<file path="src/rtl/hsv_pkg.sv">
// Shared widths, FSM encodings and window-test helpers for the HSV blob tracker.
package hsv_pkg;

  localparam int X_W_DEF       = 11;
  localparam int Y_W_DEF       = 10;
  localparam int CNT_W_DEF     = 20;
  localparam int SUM_W_DEF     = 31;
  localparam int MIN_COUNT_DEF = 64;
  localparam int CH_W          = 8;

  typedef logic [1:0] state_t;

  localparam state_t ST_ACCUM = 2'd0;
  localparam state_t ST_DIV_X = 2'd1;
  localparam state_t ST_DIV_Y = 2'd2;
  localparam state_t ST_DONE  = 2'd3;

  // A hue window with lo > hi wraps through 0 (e.g. reds spanning 240..15).
  function automatic logic hue_in_window(input logic [CH_W-1:0] hue,
                                         input logic [CH_W-1:0] lo,
                                         input logic [CH_W-1:0] hi);
    logic res;
    if (lo <= hi) res = (hue >= lo) && (hue <= hi);
    else          res = (hue >= lo) || (hue <= hi);
    return res;
  endfunction

  function automatic logic in_range(input logic [CH_W-1:0] val,
                                    input logic [CH_W-1:0] lo,
                                    input logic [CH_W-1:0] hi);
    return (val >= lo) && (val <= hi);
  endfunction

endpackage

</file>
<file path="src/rtl/seq_divider.sv">
// Restoring unsigned divider: one quotient bit per cycle, done pulses exactly
// DVD_W+1 cycles after the start cycle.
module seq_divider
  import hsv_pkg::*;
#(
  parameter int DVD_W = SUM_W_DEF,
  parameter int DVS_W = CNT_W_DEF
) (
  input  logic             clock,
  input  logic             reset,
  input  logic             start,
  input  logic [DVD_W-1:0] dividend,
  input  logic [DVS_W-1:0] divisor,
  output logic [DVD_W-1:0] quotient,
  output logic             done
);

  localparam int STEP_W = $clog2(DVD_W + 1);

  logic [DVS_W-1:0]  rem;
  logic [DVS_W-1:0]  dvs;
  logic [STEP_W-1:0] steps;
  logic [DVS_W:0]    trial;
  logic              fits;
  logic [DVS_W-1:0]  rem_next;

  // NOTE: every variable assigned in always_comb gets a value on every path,
  // otherwise synthesis infers a latch.
  always_comb begin
    trial    = {rem, quotient[DVD_W-1]};
    fits     = trial >= {1'b0, dvs};
    rem_next = trial[DVS_W-1:0];
    if (fits) rem_next = DVS_W'(trial - {1'b0, dvs});
  end

  // NOTE: sequential state uses non-blocking assignments so every register
  // samples pre-edge values, independent of statement order.
  always_ff @(posedge clock) begin
    if (reset) begin
      rem      <= '0;
      dvs      <= '0;
      quotient <= '0;
      steps    <= '0;
      done     <= 1'b0;
    end else begin
      done <= 1'b0;
      if (start) begin
        rem      <= '0;
        dvs      <= divisor;
        quotient <= dividend;
        steps    <= STEP_W'(DVD_W);
      end else if (steps != '0) begin
        rem      <= rem_next;
        quotient <= {quotient[DVD_W-2:0], fits};
        steps    <= steps - 1'b1;
        if (steps == STEP_W'(1)) done <= 1'b1;
      end
    end
  end

endmodule

</file>
<file path="src/rtl/hsv_blob_tracker.sv">
// Classifies the rgb2hsv pixel stream against a runtime HSV window and
// reports the per-frame centroid of in-band pixels.
module hsv_blob_tracker
  import hsv_pkg::*;
#(
  parameter int X_W       = X_W_DEF,
  parameter int Y_W       = Y_W_DEF,
  parameter int CNT_W     = CNT_W_DEF,
  parameter int SUM_W     = SUM_W_DEF,
  parameter int MIN_COUNT = MIN_COUNT_DEF
) (
  input  logic            clock,
  input  logic            reset,
  input  logic [CH_W-1:0] h,
  input  logic [CH_W-1:0] s,
  input  logic [CH_W-1:0] v,
  input  logic [X_W-1:0]  x,
  input  logic [Y_W-1:0]  y,
  input  logic            pixel_valid,
  input  logic            frame_end,
  input  logic [CH_W-1:0] h_min,
  input  logic [CH_W-1:0] h_max,
  input  logic [CH_W-1:0] s_min,
  input  logic [CH_W-1:0] s_max,
  input  logic [CH_W-1:0] v_min,
  input  logic [CH_W-1:0] v_max,
  output logic            mask,
  output logic            mask_valid,
  output logic [X_W-1:0]  cx,
  output logic [Y_W-1:0]  cy,
  output logic            found,
  output logic            centroid_valid,
  output logic            busy,
  output logic            dropped
);

  state_t           state;
  logic             hit;
  logic [CNT_W-1:0] cnt, cnt_next, snap_cnt;
  logic [SUM_W-1:0] sum_x, sum_y, sum_x_next, sum_y_next, snap_sum_y;
  logic [CNT_W:0]   cnt_add;
  logic [SUM_W:0]   sx_add, sy_add;
  logic             result_ok;
  logic [X_W-1:0]   qx;

  logic             start_x, start_y;
  logic [SUM_W-1:0] div_dividend, div_quo;
  logic [CNT_W-1:0] div_divisor;
  logic             div_done;
  logic             unused_quo_bits;

  assign hit = pixel_valid
             && hue_in_window(h, h_min, h_max)
             && in_range(s, s_min, s_max)
             && in_range(v, v_min, v_max);

  // Next-accumulator values include this cycle's pixel, so a pixel arriving
  // with frame_end lands in the snapshot of the ending frame.
  always_comb begin
    cnt_add    = {1'b0, cnt} + (CNT_W+1)'(hit);
    sx_add     = {1'b0, sum_x} + (hit ? (SUM_W+1)'(x) : '0);
    sy_add     = {1'b0, sum_y} + (hit ? (SUM_W+1)'(y) : '0);
    cnt_next   = cnt_add[CNT_W] ? '1 : cnt_add[CNT_W-1:0];
    sum_x_next = sx_add[SUM_W]  ? '1 : sx_add[SUM_W-1:0];
    sum_y_next = sy_add[SUM_W]  ? '1 : sy_add[SUM_W-1:0];
  end

  // X division starts straight from the live sums in the frame_end cycle;
  // Y follows from the snapshot the moment X completes.
  assign start_x = (state == ST_ACCUM) && frame_end
                && (cnt_next >= CNT_W'(MIN_COUNT));
  assign start_y = (state == ST_DIV_X) && div_done;

  assign div_dividend = start_x ? sum_x_next : snap_sum_y;
  assign div_divisor  = start_x ? cnt_next   : snap_cnt;

  seq_divider #(
    .DVD_W (SUM_W),
    .DVS_W (CNT_W)
  ) u_div (
    .clock    (clock),
    .reset    (reset),
    .start    (start_x | start_y),
    .dividend (div_dividend),
    .divisor  (div_divisor),
    .quotient (div_quo),
    .done     (div_done)
  );

  assign unused_quo_bits = ^div_quo[SUM_W-1:X_W];

  always_ff @(posedge clock) begin
    if (reset) begin
      state          <= ST_ACCUM;
      mask           <= 1'b0;
      mask_valid     <= 1'b0;
      cnt            <= '0;
      sum_x          <= '0;
      sum_y          <= '0;
      snap_cnt       <= '0;
      snap_sum_y     <= '0;
      result_ok      <= 1'b0;
      qx             <= '0;
      cx             <= '0;
      cy             <= '0;
      found          <= 1'b0;
      centroid_valid <= 1'b0;
      busy           <= 1'b0;
      dropped        <= 1'b0;
    end else begin
      mask           <= hit;
      mask_valid     <= pixel_valid;
      centroid_valid <= 1'b0;
      dropped        <= frame_end && (state != ST_ACCUM);

      if (frame_end) begin
        cnt   <= '0;
        sum_x <= '0;
        sum_y <= '0;
      end else begin
        cnt   <= cnt_next;
        sum_x <= sum_x_next;
        sum_y <= sum_y_next;
      end

      case (state)
        ST_ACCUM: begin
          if (frame_end) begin
            snap_cnt   <= cnt_next;
            snap_sum_y <= sum_y_next;
            result_ok  <= start_x;
            if (start_x) begin
              busy  <= 1'b1;
              state <= ST_DIV_X;
            end else begin
              state <= ST_DONE;
            end
          end
        end
        ST_DIV_X: begin
          if (div_done) begin
            qx    <= div_quo[X_W-1:0];
            state <= ST_DIV_Y;
          end
        end
        ST_DIV_Y: begin
          if (div_done) state <= ST_DONE;
        end
        ST_DONE: begin
          centroid_valid <= 1'b1;
          found          <= result_ok;
          busy           <= 1'b0;
          if (result_ok) begin
            cx <= qx;
            cy <= div_quo[Y_W-1:0];
          end
          state <= ST_ACCUM;
        end
        default: state <= ST_ACCUM;
      endcase
    end
  end

endmodule

</file>
<file path="config.mk">
export PLATFORM = sky130hd
export DESIGN_NAME = hsv_blob_tracker
export DESIGN_NICKNAME = d
export VERILOG_FILES = /design/src/rtl/hsv_pkg.sv /design/src/rtl/seq_divider.sv /design/src/rtl/hsv_blob_tracker.sv
export SDC_FILE = /design/constraint.sdc
export NUM_CORES = 1
export LEC_CHECK = 0
export ABC_AREA = 1
export CAP_MARGIN = 20
export CORE_MARGIN = 4
export CORE_UTILIZATION = 39
export CTS_CLUSTER_DIAMETER = 80
export DETAILED_ROUTE_END_ITERATION = 8
export SETUP_SLACK_MARGIN = 0.05
export SYNTH_ARGS = -nofsm -noshare
export SYNTH_HDL_FRONTEND = slang
export SYNTH_SLANG_ARGS = --single-unit
</file>
<file path="constraint.sdc">
create_clock -name clock -period 6.7 [get_ports clock]
set_input_delay 0.67 -clock clock [delete_from_list [all_inputs] [get_ports clock]]
set_output_delay 0.67 -clock clock [all_outputs]
set_load 0.005 [all_outputs]
</file>
==> flow_summary.json, run 1 <==
{
  "rr_startpoint": "u_div.dvs[1]",
  "wl_per_cell_um": 14.6,
  "drc": 0,
  "cp_top_family": "simple AND/OR/NAND/NOR gates",
  "reg2reg_setup_slack_ps": 3350,
  "synth-compound-area-share": 0.128,
  "initial_utilization": 0.394,
  "post-cts-setup-buffer-count": 0,
  "setup-tns-final_ps": 0,
  "clockBufferDepth": 3,
  "synthAdderAreaFrac": 0.0885,
  "slowest_delay_ps": 470,
  "grt_max_degree": 86,
  "cts_sinks": 251,
  "tightestPinTransition_ps": 1020,
  "yosysMostFrequentCell": "nand2_1",
  "vias": 15200,
  "cellPowerDensity_nw_per_um2": 310,
  "async_flop_share": 0,
  "syn_to_final_growth_pct": 16.1,
  "rsz0062_at_grt": "false",
  "critical_path.endpoint": "u_div.dvs[14]",
  "worstSetupStartpoint": "h_max[7]",
  "vias_per_cell": 5.03,
  "critPathRequiredTime_ps": 7200,
  "slew_headroom": 0.320,
  "ioPinCount": 124,
  "numCtsBuffers": 30,
  "synthTopCellsByArea": "dfxtp_1 32%, nand2_1 13%, inv_1 8.5%",
  "grtUsageTotal": 0.198,
  "ys_ff_latch": 251,
  "utilization": 0.458,
  "path_clk_slew_ps": 60,
  "antenna_found_initial": 0,
  "drive_gt1_frac": 0.0413,
  "period_needed_ps": 5350,
  "min_path_cells": 2,
  "status": "completed",
  "leakagePower_nw": 8.56,
  "hold_viol": 0,
  "synth_area_um2": 15700,
  "ys_types": 47,
  "synthXorXnorAreaFrac": 0.0218,
  "die_x_um": 208,
  "fin_skew_ps": 27.1,
  "cts_hold_buf": 0,
  "period_share": 0.798,
  "drt-initial-drc-count": 902,
  "r2r.worst_path.cells": 12,
  "yosysTopAreaCellShare": 0.321,
  "maxSlewViolCount": 0,
  "crit_fanout": 53,
  "clock_latency_ps": 580,
  "synth_edf_count": 0,
  "firstDrtPassIters": 5,
  "startpoint_type": "primary input",
  "dp_hpwl_mm": 32.7,
  "ys_top_cells_by_count": "522 x nand2_1, 354 x inv_1, 332 x nor2_1",
  "ir_worst_vdd_mv": 0.194,
  "synthMuxAreaShare": 0,
  "synth_top_family_by_area": "simple AND/OR/NAND/NOR gates",
  "worstPathArrival_ps": 5840,
  "syn_inst": 2404,
  "grt_pass1_vias": 14500,
  "crit_type": "primary input to flop",
  "fmax_mhz": 187,
  "setup_viol": 0,
  "hold_path_class": "flop to flop",
  "final_nets": 2679,
  "cp.buffers_inverters": 6,
  "syn_avg_cell_area_um2": 6.52,
  "yosys.area_share.simple": 0.323,
  "synth_flop_cell": "dfxtp_1",
  "portBuffers": 123,
  "dieArea_um2": 43400,
  "cts_tree": "built",
  "yosysSeqAreaShare": 0.321,
  "r2r_end": "u_div.rem[2]",
  "crit_path_frequent_cell": "nand2_1",
  "htreeDepth": 1,
  "worst_path_max_delay_cell": "clkdlybuf4s50_1",
  "grt_overflow_total": 0,
  "cp_num_cells": 28,
  "yosys.area.top_type": "dfxtp_1",
  "cts_root_buf": "clkbuf_16",
  "critPathCaptureType": "flop",
  "rows": 73,
  "core-area_um2": 39700,
  "fp.dieH_um": 208,
  "max-cap-violations": 0,
  "synth_nets": 2610,
  "grt_pass1_wl_mm": 72.8,
  "yosysWarnings": 0,
  "cts_resized": 0,
  "gp_congestion": 0.882,
  "postRouteAntennaNets": 0,
  "wl_mm": 44.2
}
[layout by cell type (no fill, tap or decap), types with 8 or more instances in the layout]
master / count
a21o_1: 11
nor2_1: 331
inv_2: 8
nor3_1: 33
o21ai_0: 108
clkdlybuf4s50_1: 122
nand3b_1: 12
or2_2: 14
nand3_1: 160
nand4_1: 55
nand2_1: 521
buf_4: 16
ha_1: 106
o21ai_1: 18
dfxtp_1: 251
xor2_1: 22
nor3b_1: 21
a31oi_1: 9
o211ai_1: 34
xnor2_1: 17
a21oi_1: 167
inv_1: 354
clkbuf_16: 30
[flip-flops by register name, summed over array words and instances, names as in the netlist, 10 cells and up]
signal and count:
snap_cnt 20, u_div.dvs 20, sum_x 31, cx 11, cnt 20, snap_sum_y 31
qx 11, u_div.rem 20, sum_y 31, u_div.quotient 31, cy 10
[through the flow]
stage               power [mW]  setup slack, ps  hold slack (ps)  cell area [um2]  instances
detailed placement        4.03              805              448            17200       2966
finish                    5.64             1350              458            18200       3019
CTS                       5.70             1410              460            18200       3018
floorplan                 3.51             2630              423            15700       2404
global route              6.11              892              480            18200       3018
global placement          4.00              932              443            17200       2966
[kinds of logic after synthesis]
| logic type | after synthesis |
|---|---|
| buf+inv | 465 |
| fa+ha+maj | 109 |
| xor+xnor | 39 |
| simple gates | 1174 |
| compound gates | 366 |
| flops | 251 |
[per-layer routing]
layer | up-vias | wire length [um] | track usage
met5 | - | 0 | 0
met4 | 0 | 1360 | 0.0580
met3 | 87 | 1670 | 0.0274
met2 | 272 | 21300 | 0.345
met1 | 6965 | 19900 | 0.255
li1 | 7853 | - | -
[final cells by class]
| cell class | instances | area, um2 |
|---|---|---|
| Clock buffer | 41 | 862 |
| Sequential cell | 251 | 5020 |
| Tap cell | 525 | 657 |
| Clock inverter | 11 | 139 |
| Antenna cell | 1 | 2.50 |
| Inverter | 363 | 1360 |
| Timing Repair Buffer | 139 | 1350 |
| Fill cell | 4128 | 21500 |
| Multi-Input combinational cell | 1688 | 8800 |
[worst min path at each step]
| stage | end | slack, ps | from |
|---|---|---|---|
| floorplan | u_div.dvs[0] | 420 | u_div.dvs[0] |
| global placement | u_div.dvs[7] | 440 | u_div.dvs[7] |
| detailed placement | u_div.dvs[6] | 450 | u_div.dvs[6] |
| CTS | u_div.dvs[16] | 460 | u_div.dvs[16] |
| global route | found | 480 | found |
| finish | found | 460 | found |
[tightest hold or removal path, cell delays in order, from the launching register on]
cell and delay [ps]:
dfxtp_1 300, nand2_1 60, a21oi_1 50
[power breakdown]
part / internal (mW) / total [mW] / leakage [nW] / switching, mW
clock: 0.976 / 1.64 / 0.496 / 0.663
sequential: 1.71 / 1.83 / 2.04 / 0.114
combinational: 0.815 / 2.17 / 6.03 / 1.36
Power figures use the tool's default switching activity.
==> run 2, diff against run 1 <==
- clock period: 6.7 -> 4.3 ns (I/O delays scaled with it)
==> flow_summary.json, run 2 (synthesized netlist as in run 1, its figures left out) <==
{
  "status": "completed",
  "die_x_um": 208,
  "initial_utilization": 0.394,
  "dieArea_um2": 43400,
  "postRouteAntennaNets": 0,
  "reg2reg_setup_slack_ps": 1090,
  "grt_overflow_total": 0,
  "firstDrtPassIters": 7,
  "setup_viol": 0,
  "crit_type": "primary input to flop",
  "rows": 73,
  "grt_pass1_vias": 15200,
  "clockBufferDepth": 3,
  "clock_latency_ps": 580,
  "leakagePower_nw": 9.44,
  "tightestPinTransition_ps": 949,
  "period_share": 0.927,
  "slew_headroom": 0.367,
  "critical_path.endpoint": "u_div.quotient[30]",
  "swShare": 0.373,
  "power.share.clock": 0.296,
  "dpl_cell_area_um2": 18500,
  "max-cap-violations": 0,
  "gp_congestion": 0.928,
  "wl_mm": 45.2,
  "final_common_cell": "nand2_1",
  "dp_hpwl_mm": 34.2,
  "cts_hold_buf": 0,
  "hold_viol": 0,
  "r2r.worst_path.cells": 12,
  "worstPathArrival_ps": 4430,
  "syn_to_final_growth_pct": 25.3,
  "startpoint_type": "primary input",
  "fin_skew_ps": 35.4,
  "r2r_end": "u_div.rem[2]",
  "numCtsBuffers": 30,
  "antenna_found_initial": 0,
  "portBuffers": 123,
  "finish.instance_area_um2": 19600,
  "rsz0062_at_grt": "true",
  "rr_startpoint": "u_div.dvs[2]",
  "worstSetupStartpoint": "h_max[5]",
  "cts_sinks": 251,
  "critPathCaptureType": "flop",
  "p_total_mw": 8.97,
  "path_clk_slew_ps": 60,
  "hold_path_class": "primary input to flop",
  "period_needed_ps": 3990,
  "drive_gt1_frac": 0.107,
  "grt_pass1_wl_mm": 74.2,
  "switching_power_mw": 3.34,
  "grtUsageTotal": 0.200,
  "drc": 0,
  "final_nets": 2842,
  "power_frac_seq": 0.318,
  "htreeDepth": 1,
  "diodes": 0,
  "core-area_um2": 39700,
  "critPathRequiredTime_ps": 4750,
  "grt_max_degree": 74,
  "cts_tree": "built",
  "fmax_mhz": 251,
  "layout_common_cells": "518 x nand2_1, 354 x inv_1, 326 x nor2_1, 251 x dfxtp_1, 166 x buf_4",
  "vias_per_cell": 4.91,
  "drt-initial-drc-count": 845,
  "internal_power_mw": 5.62,
  "fp.dieH_um": 208,
  "crit_fanout": 18,
  "ioPinCount": 124,
  "ir_worst_vdd_mv": 0.303,
  "cellPowerDensity_nw_per_um2": 457,
  "cts_root_buf": "clkbuf_16",
  "wl_per_cell_um": 14.2,
  "power_frac_comb": 0.386,
  "maxSlewViolCount": 0,
  "vias": 15600
}
## run 2: final cells by class
cell class	count	area (um2)
Clock buffer	42	846
Clock inverter	14	194
Fill cell	4049	20100
Inverter	363	1360
Multi-Input combinational cell	1689	8880
Sequential cell	251	5020
Tap cell	525	657
Timing Repair Buffer	301	2670
## run 2: worst min path at each step
stage	start	endpoint	slack, ps	cells after the start
2_1_floorplan	u_div.dvs[0]	u_div.dvs[0]	420	2
3_3_place_gp	u_div.dvs[7]	u_div.dvs[7]	450	2
3_5_place_dp	u_div.dvs[16]	u_div.dvs[16]	440	2
4_1_cts	reset	found	50	2
5_1_grt	reset	centroid_valid	70	2
6_report	reset	found	70	2
## run 2: metrics by stage
| stage | TNS, ps | instances | setup slack (ps) | util | hold WS, ps |
|---|---|---|---|---|---|
| after floorplan | 0 | 2404 | 470 | - | 423 |
| after global placement | -51570 | 3127 | -536 | 0.465 | 445 |
| after detailed placement | -67480 | 3127 | -577 | 0.465 | 443 |
| after CTS | 0 | 3183 | 142 | 0.491 | 51.6 |
| after global routing | -109 | 3185 | -36.5 | 0.494 | 68.2 |
| final | 0 | 3185 | 312 | 0.494 | 74.4 |
## run 2: worst max-delay path, stage by stage
cell and delay, ps:
clkdlybuf4s50_1 480, inv_1 70, ha_1 290, a21oi_1 180
nor2_1 70, a211oi_2 160, a21oi_1 120, nand2_1 110
nand4_1 170, buf_12 220, buf_4 150, nor3b_1 240
ha_1 200, buf_4 120, nand2_1 100, nor2_1 210
inv_1 80, nor3_1 140, nand2_1 110, nand2_2 150
nand2_1 70, nand2_1 60, nand3_1 140, nand3_1 130
nand2_1 60, nor2_1 100, nor2_1 50
## run 2: routing by layer
metal | global-route usage | up-vias | share of wire
li1 | - | 8169 | -
met1 | 0.258 | 7146 | 0.45
met2 | 0.356 | 244 | 0.49
met3 | 0.0220 | 78 | 0.032
met4 | 0.0544 | 0 | 0.028
met5 | 0 | - | 0
## run 2: repair_timing
item	4_1_cts	5_1_grt
endpoints found under the setup margin	4	155
pin swaps	0	4
buffers inserted	0	1
cloned	0	1
gates resized for setup	1	33
## run 2: power groups by stage
stage                     Clock, mW  Sequential, mW  Combinational, mW
after floorplan                   0            2.85               2.62
after global placement            0            2.89               3.37
after detailed placement          0            2.90               3.43
after CTS                      2.72            2.85               3.45
after global routing           2.81            2.89               3.98
final                          2.65            2.85               3.46
